**src/rtl/risc32_pkg.sv**
```systemverilog
// ---------------------------------------------------------------------------
// risc32_pkg
// Shared types and constants for the Risc32 instruction fetch front-end.
//   XLEN / INSTR_W   : architectural address and instruction widths
//   RESET_PC_DEFAULT : default fetch start address after reset
//   fetch_entry_t    : one queued fetch result, {pc, instr}
//   pc_align()       : clears the byte-offset bits of a target address
// ---------------------------------------------------------------------------
package risc32_pkg;

  localparam int XLEN    = 32;
  localparam int INSTR_W = 32;

  localparam logic [XLEN-1:0] RESET_PC_DEFAULT = 32'h0000_0000;

  typedef struct packed {
    logic [XLEN-1:0]    pc;
    logic [INSTR_W-1:0] instr;
  } fetch_entry_t;

  // Instructions are word aligned; the low two target bits carry no meaning.
  function automatic logic [XLEN-1:0] pc_align(input logic [XLEN-1:0] addr);
    return {addr[XLEN-1:2], 2'b00};
  endfunction

endpackage

```
**src/rtl/instr_prefetch_fetch_fifo.sv**
```systemverilog
// ---------------------------------------------------------------------------
// fetch_fifo
// Synchronous FIFO of fetch entries with a single-cycle flush.
//   clk, rst   : clock, synchronous active-high reset
//   flush      : empties the queue at the next edge (wins over push/pop)
//   push       : write push_data at the tail
//   push_data  : entry to enqueue
//   pop        : drop the head entry
//   head       : current head entry (valid while count != 0)
//   count      : number of entries held, 0..DEPTH
// DEPTH must be a power of two so the pointers wrap naturally.
// ---------------------------------------------------------------------------
module fetch_fifo #(
  parameter int  DEPTH   = 4,
  parameter type entry_t = risc32_pkg::fetch_entry_t,
  localparam int PW      = $clog2(DEPTH),
  localparam int CW      = PW + 1
) (
  input  logic          clk,
  input  logic          rst,
  input  logic          flush,
  input  logic          push,
  input  entry_t        push_data,
  input  logic          pop,
  output entry_t        head,
  output logic [CW-1:0] count
);

  logic [PW-1:0] wr_ptr_q, wr_ptr_d;
  logic [PW-1:0] rd_ptr_q, rd_ptr_d;
  logic [CW-1:0] count_q, count_d;
  entry_t        mem_q [DEPTH];
  entry_t        mem_d [DEPTH];
  logic          do_push;
  logic          do_pop;

  // Defensive guards: the owner never overfills or over-drains.
  assign do_push = push && (count_q != CW'(DEPTH));
  assign do_pop  = pop && (count_q != '0);

  always_comb begin
    mem_d    = mem_q;
    wr_ptr_d = wr_ptr_q;
    rd_ptr_d = rd_ptr_q;
    count_d  = count_q;
    if (flush) begin
      wr_ptr_d = '0;
      rd_ptr_d = '0;
      count_d  = '0;
    end else begin
      if (do_push) begin
        mem_d[wr_ptr_q] = push_data;
        wr_ptr_d        = wr_ptr_q + 1'b1;
      end
      if (do_pop) begin
        rd_ptr_d = rd_ptr_q + 1'b1;
      end
      if (do_push && !do_pop) begin
        count_d = count_q + 1'b1;
      end else if (!do_push && do_pop) begin
        count_d = count_q - 1'b1;
      end
    end
  end

  always_ff @(posedge clk) begin
    if (rst) begin
      wr_ptr_q <= '0;
      rd_ptr_q <= '0;
      count_q  <= '0;
    end else begin
      wr_ptr_q <= wr_ptr_d;
      rd_ptr_q <= rd_ptr_d;
      count_q  <= count_d;
    end
  end

  // Storage carries no reset; entries are only meaningful below count.
  for (genvar gi = 0; gi < DEPTH; gi++) begin : g_store
    always_ff @(posedge clk) begin
      mem_q[gi] <= mem_d[gi];
    end
  end

  // Head is read combinationally so decode sees it in the cycle it lands.
  assign head  = mem_q[rd_ptr_q];
  assign count = count_q;

endmodule

```
**src/rtl/instr_prefetch.sv**
```systemverilog
// ---------------------------------------------------------------------------
// instr_prefetch
// Instruction fetch front-end: issues sequential word reads to a synchronous
// instruction memory, queues returned instructions with their PCs and hands
// them to decode over valid/ready. A redirect flushes the queue, drops the
// read in flight and restarts fetch at the target.
//   clk, rst        : clock, synchronous active-high reset
//   imem_rd_en      : read strobe, data returns one cycle later
//   imem_addr       : word index into instruction memory
//   imem_rdata      : read data for the previous cycle's strobe
//   redirect_valid  : taken branch / jump pulse
//   redirect_pc     : target byte address (bits [1:0] ignored)
//   out_valid/ready : decode handshake
//   out_instr/pc    : head instruction and its byte PC
// Optional build macro PREFETCH_STATS_EN adds saturating counters:
//   stat_flushes    : number of redirects
//   stat_starve     : cycles with out_ready high and out_valid low
// ---------------------------------------------------------------------------
module instr_prefetch
  import risc32_pkg::*;
#(
  parameter int               DEPTH     = 4,
  parameter int               IMEM_ROWS = 16,
  parameter logic [XLEN-1:0]  RESET_PC  = RESET_PC_DEFAULT,
  localparam int              AW        = $clog2(IMEM_ROWS)
) (
  input  logic               clk,
  input  logic               rst,
  output logic               imem_rd_en,
  output logic [AW-1:0]      imem_addr,
  input  logic [INSTR_W-1:0] imem_rdata,
  input  logic               redirect_valid,
  input  logic [XLEN-1:0]    redirect_pc,
  output logic               out_valid,
  input  logic               out_ready,
  output logic [INSTR_W-1:0] out_instr,
  output logic [XLEN-1:0]    out_pc
`ifdef PREFETCH_STATS_EN
  ,
  output logic [15:0]        stat_flushes,
  output logic [15:0]        stat_starve
`endif
);

  localparam int              CW      = $clog2(DEPTH) + 1;
  localparam logic [XLEN-1:0] PC_SPAN = XLEN'(IMEM_ROWS * 4);

  logic [XLEN-1:0]    fetch_pc_q, fetch_pc_d;
  logic               inflight_q, inflight_d;
  logic [XLEN-1:0]    req_pc_q, req_pc_d;
  logic [XLEN-1:0]    last_pc_q, last_pc_d;
  logic [INSTR_W-1:0] last_instr_q, last_instr_d;

  logic [CW-1:0]      count;
  fetch_entry_t       head;
  fetch_entry_t       push_entry;
  logic               credit_ok;
  logic               issue;
  logic               push;
  logic               pop;
  logic               head_valid;

  // Credit uses the registered count only, so a pop this cycle does not
  // open a slot for an issue this cycle. Outstanding read is counted too,
  // which guarantees the response always finds room.
  assign credit_ok  = ({1'b0, count} + {{CW{1'b0}}, inflight_q}) < (CW+1)'(DEPTH);
  assign issue      = !rst && !redirect_valid && credit_ok;
  assign imem_rd_en = issue;
  assign imem_addr  = fetch_pc_q[2 +: AW];

  // A redirect in the response cycle discards the returning word.
  assign push       = inflight_q && !redirect_valid;
  assign push_entry = '{pc: req_pc_q, instr: imem_rdata};

  assign head_valid = (count != '0);
  assign out_valid  = !rst && head_valid && !redirect_valid;
  assign pop        = out_valid && out_ready;

  fetch_fifo #(
    .DEPTH   (DEPTH),
    .entry_t (fetch_entry_t)
  ) u_fifo (
    .clk       (clk),
    .rst       (rst),
    .flush     (redirect_valid),
    .push      (push),
    .push_data (push_entry),
    .pop       (pop),
    .head      (head),
    .count     (count)
  );

  always_comb begin
    fetch_pc_d   = fetch_pc_q;
    inflight_d   = issue;
    req_pc_d     = req_pc_q;
    last_pc_d    = last_pc_q;
    last_instr_d = last_instr_q;

    if (redirect_valid) begin
      fetch_pc_d = pc_align(redirect_pc);
    end else if (issue) begin
      fetch_pc_d = (fetch_pc_q + 32'd4) % PC_SPAN;
    end

    // The issuing PC rides along with the read so the response can be tagged.
    if (issue) begin
      req_pc_d = fetch_pc_q;
    end

    // Track the head so the outputs hold their last value once the queue empties.
    if (head_valid) begin
      last_pc_d    = head.pc;
      last_instr_d = head.instr;
    end
  end

  always_ff @(posedge clk) begin
    if (rst) begin
      fetch_pc_q   <= RESET_PC;
      inflight_q   <= 1'b0;
      req_pc_q     <= '0;
      last_pc_q    <= '0;
      last_instr_q <= '0;
    end else begin
      fetch_pc_q   <= fetch_pc_d;
      inflight_q   <= inflight_d;
      req_pc_q     <= req_pc_d;
      last_pc_q    <= last_pc_d;
      last_instr_q <= last_instr_d;
    end
  end

  assign out_instr = rst ? '0 : (head_valid ? head.instr : last_instr_q);
  assign out_pc    = rst ? '0 : (head_valid ? head.pc    : last_pc_q);

`ifdef PREFETCH_STATS_EN
  logic [15:0] flush_cnt_q, flush_cnt_d;
  logic [15:0] starve_cnt_q, starve_cnt_d;

  always_comb begin
    flush_cnt_d  = flush_cnt_q;
    starve_cnt_d = starve_cnt_q;
    if (redirect_valid && (flush_cnt_q != 16'hFFFF)) begin
      flush_cnt_d = flush_cnt_q + 16'd1;
    end
    if (out_ready && !out_valid && (starve_cnt_q != 16'hFFFF)) begin
      starve_cnt_d = starve_cnt_q + 16'd1;
    end
  end

  always_ff @(posedge clk) begin
    if (rst) begin
      flush_cnt_q  <= '0;
      starve_cnt_q <= '0;
    end else begin
      flush_cnt_q  <= flush_cnt_d;
      starve_cnt_q <= starve_cnt_d;
    end
  end

  assign stat_flushes = flush_cnt_q;
  assign stat_starve  = starve_cnt_q;
`endif

endmodule

```
**config.mk**
```make
export PLATFORM = sky130hd
export DESIGN_NAME = instr_prefetch
export DESIGN_NICKNAME = d
export VERILOG_FILES = /design/src/rtl/risc32_pkg.sv /design/src/rtl/instr_prefetch_fetch_fifo.sv /design/src/rtl/instr_prefetch.sv
export SDC_FILE = /design/constraint.sdc
export NUM_CORES = 1
export LEC_CHECK = 0
export CAP_MARGIN = 20
export CORE_MARGIN = 5
export CORE_UTILIZATION = 40
export CTS_BUF_LIST = sky130_fd_sc_hd__clkbuf_16
export CTS_CLUSTER_DIAMETER = 80
export CTS_CLUSTER_SIZE = 16
export DETAILED_ROUTE_END_ITERATION = 8
export SETUP_SLACK_MARGIN = 0.02
export SYNTH_ARGS = -nofsm -noshare
export SYNTH_HDL_FRONTEND = slang
export SYNTH_SLANG_ARGS = --single-unit
```
**constraint.sdc**
```tcl
create_clock -name clk -period 4.6 [get_ports clk]
set_input_delay 1.15 -clock clk [delete_from_list [all_inputs] [get_ports clk]]
set_output_delay 1.15 -clock clk [all_outputs]
set_load 0.01 [all_outputs]
```
==> impl_metrics.json <==
{
  "status": "complete, no violations",
  "synth_xor_area_frac": 0.00322,
  "synth_compound_area_frac": 0.0803,
  "num_rows": 67,
  "grt_pass1_vias": 7508,
  "area_growth_pct": 19.5,
  "sw_frac_of_total": 0.211,
  "slew_viol_final": 0,
  "p_switching_mw": 1.31,
  "p_total_mw": 6.21,
  "syn_inst": 802,
  "synth_area_leaders": "edfxtp_1 (55%), dfxtp_1 (19%), mux4_2 (10%)",
  "dieArea_mm2": 0.0378,
  "wl_mm": 28.0,
  "cts_tree": "yes",
  "yosys_warnings": 0,
  "hold_buffers": 0,
  "end_kind": "output pin",
  "cp.required_ns": 3.45,
  "worstPathArrival_ns": 2.75,
  "synth_fa_ha_area_frac": 0.00700,
  "maxClockFrequency_ghz": 0.256,
  "root_buffer": "clkbuf_16",
  "worstSetupStartpointType": "flip-flop",
  "fin_area_mm2": 0.0162,
  "place.port_buffers": 135,
  "cp_top_family": "buffers and inverters",
  "nets": 995,
  "synth-edff-count": 248,
  "synth.distinct_cells": 35,
  "setup-tns-final_ns": 0,
  "cp.depth": 4,
  "die_h_um": 194,
  "drive_gt1_frac": 0.131,
  "place_congestion": 0.698,
  "num_vias": 7222,
  "first_pass_iters": 4,
  "grt-ovfl-total": 0,
  "grt_usage": 0.146,
  "netlist.area_leader.share": 0.548,
  "leakage_nw": 5.44,
  "h-tree-depth": 1,
  "cts_buffers": 27,
  "max-vdd-ir-drop_mv": 0.255,
  "mostFrequentLayoutCell": "edfxtp_1",
  "synth_seq_area_share": 0.742,
  "antenna_found_initial": 1,
  "r2r_cells": 8,
  "timing.slew.headroom": 0.334,
  "post_cts_resized": 0,
  "netlist_area_mm2": 0.0136,
  "drc": 0,
  "cts.clk_slew.worst_paths_ns": 0.07,
  "slowest_stage": "mux4_2",
  "layout_common_cells": "edfxtp_1 (248), clkdlybuf4s50_1 (133), dfxtp_1 (130)",
  "clk_latency_ns": 0.54,
  "grt_pass1_wl_mm": 44.2,
  "antenna_left": 0,
  "whs_path_depth": 1,
  "p_int_mw": 4.90,
  "synth_top_flop_cell": "edfxtp_1",
  "tightest_slew_ns": 0.997,
  "cap_violations": 0,
  "coreArea_mm2": 0.0335,
  "dpl_cell_area_mm2": 0.0155,
  "cts_buffer_depth": 3,
  "cts_setup_buffers": 0,
  "initial_utilization": 0.405,
  "first_iter_violations": 436,
  "rsz0062_at_grt": "false",
  "crit_fanout": 14,
  "n_antenna_cell": 0,
  "hold_path.class": "flip-flop to flip-flop",
  "comb_power_share": 0.054,
  "vias_per_cell": 5.21,
  "worstSetupPathType": "flip-flop to output pin",
  "cts.sink_count": 380,
  "max_stage_delay_ns": 0.56,
  "finalSetupViolCount": 0,
  "clockPowerShare": 0.348,
  "seq_power_share": 0.597,
  "synth-simple-area-share": 0.0408,
  "finClkSkew_ns": 0.00904,
  "yosys.area.top_type": "edfxtp_1",
  "ff2ff_setup_slack_ns": 1.94,
  "die_w_um": 194,
  "grt_max_degree": 65,
  "fin_crit_ns": 3.90,
  "crit_buf_inv": 2,
  "synthArstFlopShare": 0,
  "hold_violations": 0,
  "syn_nets": 877,
  "syn_area_per_cell_um2": 16.9,
  "cp_cell_sequence": "buf_4, mux4_2, a22o_1, clkdlybuf4s50_1",
  "min_period_over_period": 0.848,
  "wire_per_inst_um": 20.2,
  "dpl.hpwl_mm": 16.0,
  "synth_top_family_by_area": "multiplexers",
  "synth.area.mux_share": 0.103,
  "ios": 138,
  "power_density_mw_per_mm2": 383,
  "ys_seq_elements": 380
}
-- cell type report --
class | instances | area, um^2
flip-flops and latches | 380 | 10100
clock buffers | 27 | 676
multi-input cells | 351 | 3220
inverters | 7 | 26.3
well taps | 448 | 561
fillers | 2893 | 17300
repair buffers | 153 | 1580
clock inverters | 21 | 80.1
-- per-stage QoR --
step	hold slack (ns)	instances	setup slack, ns	utilization
4_1_cts	0.458	1387	0.623	0.484
3_3_place_gp	0.440	1339	0.706	0.462
5_1_grt	0.480	1387	0.548	0.484
2_1_floorplan	0.444	802	0.997	-
3_5_place_dp	0.441	1339	0.683	0.462
6_report	0.453	1387	0.699	0.484
-- flip-flops by register name, indices dropped and copies added (netlist names) --
register,cells
u_fifo.wr_ptr_q,2
req_pc_q,30
last_instr_q,32
u_fifo.count,3
u_fifo.rd_ptr_q,2
u_fifo.mem_q,248
inflight_q,1
last_pc_q,32
fetch_pc_q,30
-- cell families (layout without fill, tap and decap cells) --
kind of cell	Yosys count	in the layout
DFF	380	380
AOI/OAI and AO/OA	164	164
and+or+nand+nor	112	112
buffers and inverters	71	208
muxes	63	63
adders and majority gates	7	7
xor gates and xnor gates	5	5
-- routing by layer --
layer / global-route usage / wire (um) / up-vias
met5: 0 / 11 / -
met4: 0.0255 / 459 / 2
met3: 0.0282 / 1470 / 33
met2: 0.240 / 13400 / 168
met1: 0.207 / 12600 / 3647
li1: - / - / 3372
-- power groups by stage --
stage                     logic, mW  registers, mW  clock network (mW)
final                         0.338           3.71                2.16
after global placement        0.342           3.79                   0
after floorplan               0.173           3.78                   0
after global routing          0.369           3.72                2.39
after CTS                     0.345           3.71                2.25
after detailed placement      0.343           3.79                   0
-- synthesized netlist by cell type, drive strengths merged, types with 2 or more instances --
cell / n
a2111oi: 2
a211oi: 2
a21oi: 59
a22o: 62
a311oi: 2
and2: 6
buf: 19
clkbuf: 45
dfxtp: 132
edfxtp: 248
ha: 6
inv: 6
mux4: 62
nand2: 26
nand3: 57
nor2: 10
nor3: 4
o21ai: 34
or2: 2
or3: 3
xor2: 4
-- worst reg2reg max path, delay by kind of cell (launching register included) --
kind / cells / cell delay [ns]
and+or+nand+nor: 3 / 0.95
adders and majority gates: 2 / 0.66
DFF: 1 / 0.62
xor gates and xnor gates: 1 / 0.17
AOI/OAI and AO/OA: 1 / 0.14
buffers and inverters: 1 / 0.06
-- path summary, 6_finish.rpt --
kind | start | endpoint
max | u_fifo.rd_ptr_q[0] | out_pc[2]
min | last_pc_q[1] | last_pc_q[1]
max reg2reg | u_fifo.count[0] | u_fifo.count[2]
min reg2reg | last_pc_q[1] | last_pc_q[1]
No activity file was read; power rests on OpenSTA's default activity.
